## config.mk

```make
export PLATFORM = sky130hd
export DESIGN_NAME = sdu_run_ctrl
export DESIGN_NICKNAME = d
export VERILOG_FILES = /design/src/rtl/sdu_run_ctrl.sv
export SDC_FILE = /design/constraint.sdc
export NUM_CORES = 1
export LEC_CHECK = 0
export ABC_AREA = 0
export CAP_MARGIN = 5
export CORE_UTILIZATION = 56
export CTS_CLUSTER_DIAMETER = 60
export CTS_CLUSTER_SIZE = 12
export DETAILED_ROUTE_END_ITERATION = 10
export GPL_ROUTABILITY_DRIVEN = 1
export GPL_TIMING_DRIVEN = 1
export PLACE_DENSITY = 0.9
export SYNTH_ARGS = -nofsm -noshare
export SYNTH_HDL_FRONTEND = slang
export SYNTH_SLANG_ARGS = --single-unit
```

## constraint.sdc

```tcl
create_clock -name i_clk -period 2.84 [get_ports i_clk]
set_input_delay 0.568 -clock i_clk [delete_from_list [all_inputs] [get_ports i_clk]]
set_output_delay 0.568 -clock i_clk [all_outputs]
set_load 0.005 [all_outputs]
```

## src/rtl/sdu_run_ctrl.sv

```systemverilog
// sdu_run_ctrl: CPU run controller for the serial debug unit.
// Produces a per-cycle CPU clock enable for step, run, run-N and host halt.
//
// Ports:
//   i_clk, i_rst        system clock, synchronous active-high reset
//   i_cmd_valid         command strobe; commands are always accepted
//   o_cmd_ready         tied high
//   i_cmd_op            0 NOP 1 STEP 2 RUN 3 RUN_N 4 HALT
//                       5 SET_BP 6 CLR_BP 7 SET_BP_MASK
//   i_cmd_arg           run count, breakpoint address or mask
//   i_cmd_idx           breakpoint slot for ops 5..7
//   i_pc                current CPU program counter
//   o_cpu_ce            CPU clock enable (combinational)
//   o_halted            CPU stopped
//   o_halt_cause        0 HOST 1 STEP 2 COUNT 3 BP
//   o_bp_hit_idx        lowest slot that matched on the last BP halt
//   o_bp_valid          per-slot breakpoint enable
//   o_retired           enabled cycles since launch, saturating
//
// Build option: define SDU_BP_MASK_EN to give every slot a don't-care
// mask; otherwise breakpoints are exact matches and op 7 does nothing.

module sdu_run_ctrl #(
    parameter int XLEN   = 32,
    parameter int NUM_BP = 4,
    parameter int CNT_W  = 16,
    localparam int IDX_W = (NUM_BP > 1) ? $clog2(NUM_BP) : 1
) (
    input  logic              i_clk,
    input  logic              i_rst,
    input  logic              i_cmd_valid,
    output logic              o_cmd_ready,
    input  logic [2:0]        i_cmd_op,
    input  logic [XLEN-1:0]   i_cmd_arg,
    input  logic [IDX_W-1:0]  i_cmd_idx,
    input  logic [XLEN-1:0]   i_pc,
    output logic              o_cpu_ce,
    output logic              o_halted,
    output logic [1:0]        o_halt_cause,
    output logic [IDX_W-1:0]  o_bp_hit_idx,
    output logic [NUM_BP-1:0] o_bp_valid,
    output logic [CNT_W-1:0]  o_retired
);

    localparam logic [2:0] OP_STEP   = 3'd1;
    localparam logic [2:0] OP_RUN    = 3'd2;
    localparam logic [2:0] OP_RUN_N  = 3'd3;
    localparam logic [2:0] OP_HALT   = 3'd4;
    localparam logic [2:0] OP_SET_BP = 3'd5;
    localparam logic [2:0] OP_CLR_BP = 3'd6;
`ifdef SDU_BP_MASK_EN
    localparam logic [2:0] OP_SET_MASK = 3'd7;
`endif

    localparam logic [1:0] C_HOST  = 2'd0;
    localparam logic [1:0] C_STEP  = 2'd1;
    localparam logic [1:0] C_COUNT = 2'd2;
    localparam logic [1:0] C_BP    = 2'd3;

    typedef enum logic [1:0] {
        S_HALTED,
        S_STEP,
        S_RUN,
        S_RUNN
    } state_t;

    state_t             r_state;
    logic               r_first;
    logic [CNT_W-1:0]   r_remaining;
    logic [1:0]         r_cause;
    logic [IDX_W-1:0]   r_hit_idx;
    logic [CNT_W-1:0]   r_retired;
    logic [NUM_BP-1:0]  r_bp_valid;
    logic [XLEN-1:0]    r_bp_addr [NUM_BP];
`ifdef SDU_BP_MASK_EN
    logic [XLEN-1:0]    r_bp_mask [NUM_BP];
`endif

    logic [NUM_BP-1:0]  w_match;
    logic [NUM_BP-1:0]  w_hits;
    logic               w_bp_hit;
    logic [IDX_W-1:0]   w_hit_idx;
    logic               w_cpu_ce;
    logic               w_do_step;
    logic               w_do_run;
    logic               w_do_runn;
    logic               w_do_halt;
    logic               w_launch;
    logic               w_count_done;
    logic               w_ret_sat;
    logic [CNT_W-1:0]   w_count;

    // ---------------- command decode ----------------
    assign w_do_step = i_cmd_valid && (i_cmd_op == OP_STEP);
    assign w_do_run  = i_cmd_valid && (i_cmd_op == OP_RUN);
    assign w_do_runn = i_cmd_valid && (i_cmd_op == OP_RUN_N);
    assign w_do_halt = i_cmd_valid && (i_cmd_op == OP_HALT);
    assign w_count   = i_cmd_arg[CNT_W-1:0];

    // Launch commands only count while stopped; while running they are dropped.
    assign w_launch = (r_state == S_HALTED) &&
                      (w_do_step || w_do_run || w_do_runn);

    // ---------------- breakpoint compare ----------------
    always_comb begin
        for (int i = 0; i < NUM_BP; i++) begin
`ifdef SDU_BP_MASK_EN
            w_match[i] = ((i_pc ^ r_bp_addr[i]) & ~r_bp_mask[i]) == '0;
`else
            w_match[i] = (i_pc == r_bp_addr[i]);
`endif
        end
    end

    assign w_hits   = w_match & r_bp_valid;
    assign w_bp_hit = |w_hits;

    // Scan downwards so the lowest matching slot is the one left standing.
    always_comb begin
        w_hit_idx = '0;
        for (int i = NUM_BP - 1; i >= 0; i--) begin
            if (w_hits[i]) begin
                w_hit_idx = IDX_W'(i);
            end
        end
    end

    // ---------------- clock enable ----------------
    // The first running cycle is never suppressed so the CPU can step off
    // the breakpoint it stopped on.
    always_comb begin
        w_cpu_ce = 1'b0;
        unique case (r_state)
            S_STEP:        w_cpu_ce = 1'b1;
            S_RUN, S_RUNN: w_cpu_ce = !(w_bp_hit && !r_first);
            default:       w_cpu_ce = 1'b0;
        endcase
    end

    assign w_count_done = (r_state == S_RUNN) && w_cpu_ce &&
                          (r_remaining == CNT_W'(1));
    assign w_ret_sat    = &r_retired;

    // ---------------- run state machine ----------------
    always_ff @(posedge i_clk) begin
        if (i_rst) begin
            r_state     <= S_HALTED;
            r_first     <= 1'b0;
            r_remaining <= '0;
            r_cause     <= C_HOST;
            r_hit_idx   <= '0;
            r_retired   <= '0;
        end else begin
            if (w_launch) begin
                r_retired <= '0;
            end else if (w_cpu_ce && !w_ret_sat) begin
                r_retired <= r_retired + CNT_W'(1);
            end

            unique case (r_state)
                S_HALTED: begin
                    if (w_do_step) begin
                        r_state <= S_STEP;
                    end else if (w_do_run) begin
                        r_state <= S_RUN;
                        r_first <= 1'b1;
                    end else if (w_do_runn) begin
                        if (w_count == '0) begin
                            r_cause <= C_COUNT;
                        end else begin
                            r_state     <= S_RUNN;
                            r_remaining <= w_count;
                            r_first     <= 1'b1;
                        end
                    end
                end
                S_STEP: begin
                    r_state <= S_HALTED;
                    r_cause <= C_STEP;
                end
                S_RUN, S_RUNN: begin
                    r_first <= 1'b0;
                    if ((r_state == S_RUNN) && w_cpu_ce) begin
                        r_remaining <= r_remaining - CNT_W'(1);
                    end
                    // Host halt beats count expiry, which beats a breakpoint;
                    // an expiring count means the enable fired, so no BP stop.
                    if (w_do_halt) begin
                        r_state <= S_HALTED;
                        r_cause <= C_HOST;
                    end else if (w_count_done) begin
                        r_state <= S_HALTED;
                        r_cause <= C_COUNT;
                    end else if (!w_cpu_ce) begin
                        r_state   <= S_HALTED;
                        r_cause   <= C_BP;
                        r_hit_idx <= w_hit_idx;
                    end
                end
                default: begin
                    r_state <= S_HALTED;
                end
            endcase
        end
    end

    // ---------------- breakpoint registers ----------------
    // Slot writes are honoured in every state; an index past the last slot
    // matches no loop iteration and is therefore dropped.
    always_ff @(posedge i_clk) begin
        if (i_rst) begin
            r_bp_valid <= '0;
            for (int i = 0; i < NUM_BP; i++) begin
                r_bp_addr[i] <= '0;
`ifdef SDU_BP_MASK_EN
                r_bp_mask[i] <= '0;
`endif
            end
        end else if (i_cmd_valid) begin
            for (int i = 0; i < NUM_BP; i++) begin
                if (i_cmd_idx == IDX_W'(i)) begin
                    if (i_cmd_op == OP_SET_BP) begin
                        r_bp_addr[i]  <= i_cmd_arg;
                        r_bp_valid[i] <= 1'b1;
                    end
                    if (i_cmd_op == OP_CLR_BP) begin
                        r_bp_valid[i] <= 1'b0;
                    end
`ifdef SDU_BP_MASK_EN
                    if (i_cmd_op == OP_SET_MASK) begin
                        r_bp_mask[i] <= i_cmd_arg;
                    end
`endif
                end
            end
        end
    end

    // ---------------- outputs ----------------
    assign o_cmd_ready  = 1'b1;
    assign o_cpu_ce     = w_cpu_ce;
    assign o_halted     = (r_state == S_HALTED);
    assign o_halt_cause = r_cause;
    assign o_bp_hit_idx = r_hit_idx;
    assign o_bp_valid   = r_bp_valid;
    assign o_retired    = r_retired;

endmodule

```

== Yosys cells after proc, flatten, opt, wreduce, memory -nomap -nowiden ==
Memories as Yosys holds them, arrays and structs flattened.
Cells that the tools add are included.

* Register bits after elaboration: 43
* Memory bits (writable): 128
* Bits of input ports: 72
* Output and inout bits: 27
* Logic and storage cells: 138
* Memories kept: 1

{| class="wikitable"
|+ Memories
! memory !! depth !! bits a word !! rd ports !! clocked after Yosys merged registers in !! wr ports !! line !! source
|-
| r_bp_addr || 4 || 32 || 4 || 0 || 4 || 74 || <nowiki>logic [XLEN-1:0] r_bp_addr [NUM_BP];</nowiki>
|}

* $add $sub $neg: 2
* Eq/ne operators: 28
* Multiplexer cells: 57
* Bitwise logic cells: 8
* Reductions and logical operators: 32

{| class="wikitable"
|+ Operators by type and width
! cell !! number
|-
| $eq A32 B32 Y1 || 4
|-
| $mux W32 || 4
|-
| $mux W16 || 5
|-
| $mux W2 || 18
|-
| $pmux W16 S2 || 1
|-
| $mux W1 || 25
|-
| $add A16 B1 Y16 const B || 1
|-
| $eq A16 B1 Y1 const B || 1
|-
| $logic_not A16 Y1 || 1
|-
| $reduce_and A16 Y1 || 1
|-
| $sub A16 B1 Y16 const B || 1
|-
| $reduce_and A3 Y1 || 5
|-
| $pmux W2 S3 || 2
|-
| $eq A3 B3 Y1 const B || 3
|-
| $logic_and A1 B1 Y1 || 9
|-
| $eq A2 B2 Y1 const B || 4
|-
| $ne A2 B2 Y1 const B || 4
|-
| $ne A4 B4 Y1 const B || 2
|-
| $reduce_and A4 Y1 || 2
|-
| $eq A3 B2 Y1 const B || 2
|-
| $reduce_and A6 Y1 || 1
|-
| $reduce_and A5 Y1 || 1
|-
| $and A4 B4 Y4 || 1
|-
| $eq A2 B1 Y1 const B || 2
|-
| 14 further kinds || 27
|}

== Depth between registers and ports, before layout ==
An unclocked memory read counts as a cell.

* Depth after elaboration: 12
* Depth in mapped cells: 11
* Gate-level depth less buffers: 9

== Worst setup path before layout ==
Ideal clock, no wire load.

* Path kind: input to register
* Start: in i_cmd_op[0]
* End: mem r_bp_addr[0][0] (enable)
* Library setup time: 0.389 ns
* Arrival time: 2.258 ns
* Path slack: 0.192 ns
* Cell stages on the path: 5
* Path through: clkbuf_1 > nand2b_1 > or2_2 > or3_1 > nand2_1

{| class="wikitable"
|+ RTL lines
! element !! line !! source
|-
| from (decl) || 33 || <nowiki>input logic [2:0] i_cmd_op,</nowiki>
|-
| to (decl) || 74 ||
|}

==> flow_metrics.py <==
metrics = {
    "status": {
        "status": "finished, violations left",
        "failed_checks": "negative setup slack",
    },
    "run": {
        "cap_violations": 0,
    },
    "synth": {
        "synth_most_common_cell": "edfxtp_1",
        "syn_nets": 886,
        "synthTopCellsByArea": "edfxtp_1, dfxtp_1, and2_1, xor2_1, xnor2_1",
        "yosys_warnings": 0,
        "synth_cell_types": 55,
        "synthArstFlopShare": 0,
        "synth_edf_count": 128,
        "synth_commonest_cells": "edfxtp_1, and2_1, xor2_1, dfxtp_1, xnor2_1",
        "avgSynthCellArea_um2": 10.9,
        "synth-seq-cells": 171,
        "syn-instance-count": 811,
        "synth_ff_type": "edfxtp_1",
        "yosysSeqAreaShare": 0.530,
        "synth_top_cell_area_share": 0.433,
        "netlist_area_mm2": 0.00887,
        "synth_top_area_cell": "edfxtp_1",
    },
    "clock_tree": {
        "clockBufferDepth": 2,
        "cts_made_buffers": 17,
        "clk_latency_ns": 0.43,
        "cts_tree": "done",
        "htreeDepth": 4,
        "clock-sinks": 171,
        "cts-root-buf": "clkbuf_16",
        "clk_pin_slew_worst_paths_ns": 0.06,
    },
    "route": {
        "drt_wl_total_mm": 25.2,
        "drc": 0,
        "num_vias": 7165,
        "drtAntennaViolNets": 0,
        "wl_per_cell_um": 20.8,
        "first_pass_iters": 5,
        "vias_per_cell": 5.92,
        "drt_iter0_markers": 651,
    },
    "placed_design": {
        "io_buffer_count": 97,
        "gp_congestion": 0.952,
        "dp.final_hpwl_mm": 17.8,
        "postPlaceCellArea_mm2": 0.0107,
        "preCtsSetupSlack_ns": -0.877,
    },
    "timing": {
        "drv_slew": 0,
        "hold_viol": 0,
        "finalCriticalPeriod_ns": 2.99,
        "finClkSkew_ns": 0.0100,
        "fin_crit_sh": 1.05,
        "setup_tns_ns": -0.150,
        "setup_viol": 1,
        "timing.final.ws_setup_ns": -0.150,
        "rsz0062_at_grt": "true",
        "slew_headroom": 0.533,
        "worstMarginPinSlew_ns": 0.694,
        "max_freq_mhz": 334,
    },
    "critical_path": {
        "crit_path_max_incr_delay_ns": 0.41,
        "critical_path.top_delay_family": "simple AND/OR/NAND/NOR gates",
        "path_class": "flop to output pin",
        "critical_path_arrival_ns": 2.42,
        "cp-end-kind": "output pin",
        "cp_num_cells": 7,
        "start_kind": "flop",
        "timing.rr.end": "o_bp_hit_idx[1]",
        "critPathLaunch": "r_bp_addr[0][10]",
        "timing.rr.start": "r_bp_addr[0][10]",
        "crit_buf_inv": 1,
        "r2r_cells": 12,
        "path_max_fanout": 2,
        "worst_ep_required_time_ns": 2.27,
        "ff2ff_setup_slack_ns": 0.11,
        "cp_cell_sequence": "xor2_2, nor4_2, nand4_1, nor4_4, o41a_4, nor2_4, buf_2",
        "crit_slowest_cell": "edfxtp_1",
    },
    "min_path": {
        "hp-start": "o_halt_cause[1]",
        "hold_path.class": "flop to flop",
        "holdPathEnd": "o_halt_cause[1]",
        "hold_path_depth": 1,
    },
    "power_and_ir_drop": {
        "vdd_drop_max_mv": 0.409,
        "leakagePower_nw": 4.17,
        "p_per_area_mw_per_mm2": 524,
    },
    "floorplan": {
        "start_util": 0.579,
        "num_rows": 45,
        "die_area_mm2": 0.0163,
        "die_h_um": 128,
        "ioPinCount": 99,
        "coreArea_mm2": 0.0153,
        "fp.dieW_um": 128,
    },
    "global_route": {
        "overflow": 0,
        "grt.total_usage": 0.321,
        "grt_antenna_before_repair": 0,
        "grt_max_degree": 44,
        "grt_pass1_vias": 6954,
        "grt_first_pass_wirelength_mm": 38.4,
    },
    "layout": {
        "areaGrowthSynthToFinish_pct": 29.0,
        "drive_gt1_frac": 0.180,
        "stdcell_area_mm2": 0.0114,
        "diodes": 0,
        "nNetsFinal": 1062,
    },
}
-- power breakdown --
part	leakage, nW	total (mW)	internal (mW)	switching, mW
clock	0.285	2.33	1.36	0.966
sequential	1.57	2.87	2.80	0.0718
combinational	2.32	0.797	0.347	0.450
total	4.17	6.00	4.51	1.49
-- placed cells by master, fill, tap and decap left out, drive strengths merged, types with 4 or more instances in the layout --
cell type      count
dfxtp             43
and3               4
a211oi             4
xnor2             43
dlygate4sd2       17
buf              100
o41ai              4
nand2             36
a31oi              8
clkdlybuf4s50     64
nand4             18
inv               14
o31ai             15
nor4              34
clkbuf            25
a21oi             37
o311ai             5
edfxtp           128
clkdlybuf4s15     10
nor3              25
nand2b             9
and2             123
clkinv             7
xor2              84
or3                5
nor2              34
o21ai             18
or4               11
mux2i              8
nand3             26
-- how the worst max path moves through the flow --
stage / slack, ns / endpoint
2_1_floorplan: 0.19 / r_bp_addr[0][0]
3_3_place_gp: -0.85 / o_cpu_ce
3_5_place_dp: -0.88 / o_cpu_ce
4_1_cts: -0.05 / o_cpu_ce
5_1_grt: -0.18 / o_cpu_ce
6_report: -0.15 / o_cpu_ce
-- kinds of logic (layout without fill, tap and decap cells) --
group,count (synthesis),in the layout,synth area share
compound gates,113,113,0.0849
xor+xnor,127,127,0.125
fa+ha+maj,3,3,0.00423
buf+inv,53,242,0.0268
flops,171,171,0.530
mux,9,9,0.0103
other cells,1,1,0.000423
simple gates,334,334,0.217
-- per-layer routing --
metal | vias up | global-route usage | wire, µm
met1 | 3472 | 0.396 | 9640
met5 | - | 0 | 0
met3 | 60 | 0.0655 | 2120
met2 | 337 | 0.548 | 12600
met4 | 0 | 0.138 | 888
li1 | 3296 | - | -
-- flip-flops by register name, indices dropped and copies added, names as in the netlist --
name	count
o_bp_hit_idx	2
o_bp_valid	4
o_halt_cause	2
o_retired	16
r_bp_addr	128
r_first	1
r_remaining	16
r_state	2
-- final cells by class --
class                           count  area [µm²]
Clock buffer                       21         470
Multi-Input combinational cell    587        4110
Fill cell                        1063        3880
Inverter                           15        56.3
Sequential cell                   171        4700
Clock inverter                     11         120
Timing Repair Buffer              195        1720
Tap cell                          211         264
-- through the flow --
step	total power, mW	hold slack [ns]	util	instances
2_1_floorplan	3.26	0.464	-	811
3_3_place_gp	3.67	0.458	0.698	1176
3_5_place_dp	3.69	0.459	0.698	1176
4_1_cts	5.97	0.478	0.744	1210
5_1_grt	6.16	0.493	0.747	1211
6_report	6.00	0.471	0.747	1211
-- timing repair --
action                                  4_1_cts  5_1_grt
pin swaps                                    22        9
hold buffers                                  0        0
gates resized for setup                      78       15
endpoints found under the setup margin       37        3
setup buffers                                 2        1
(Power assumes the default switching activity.)
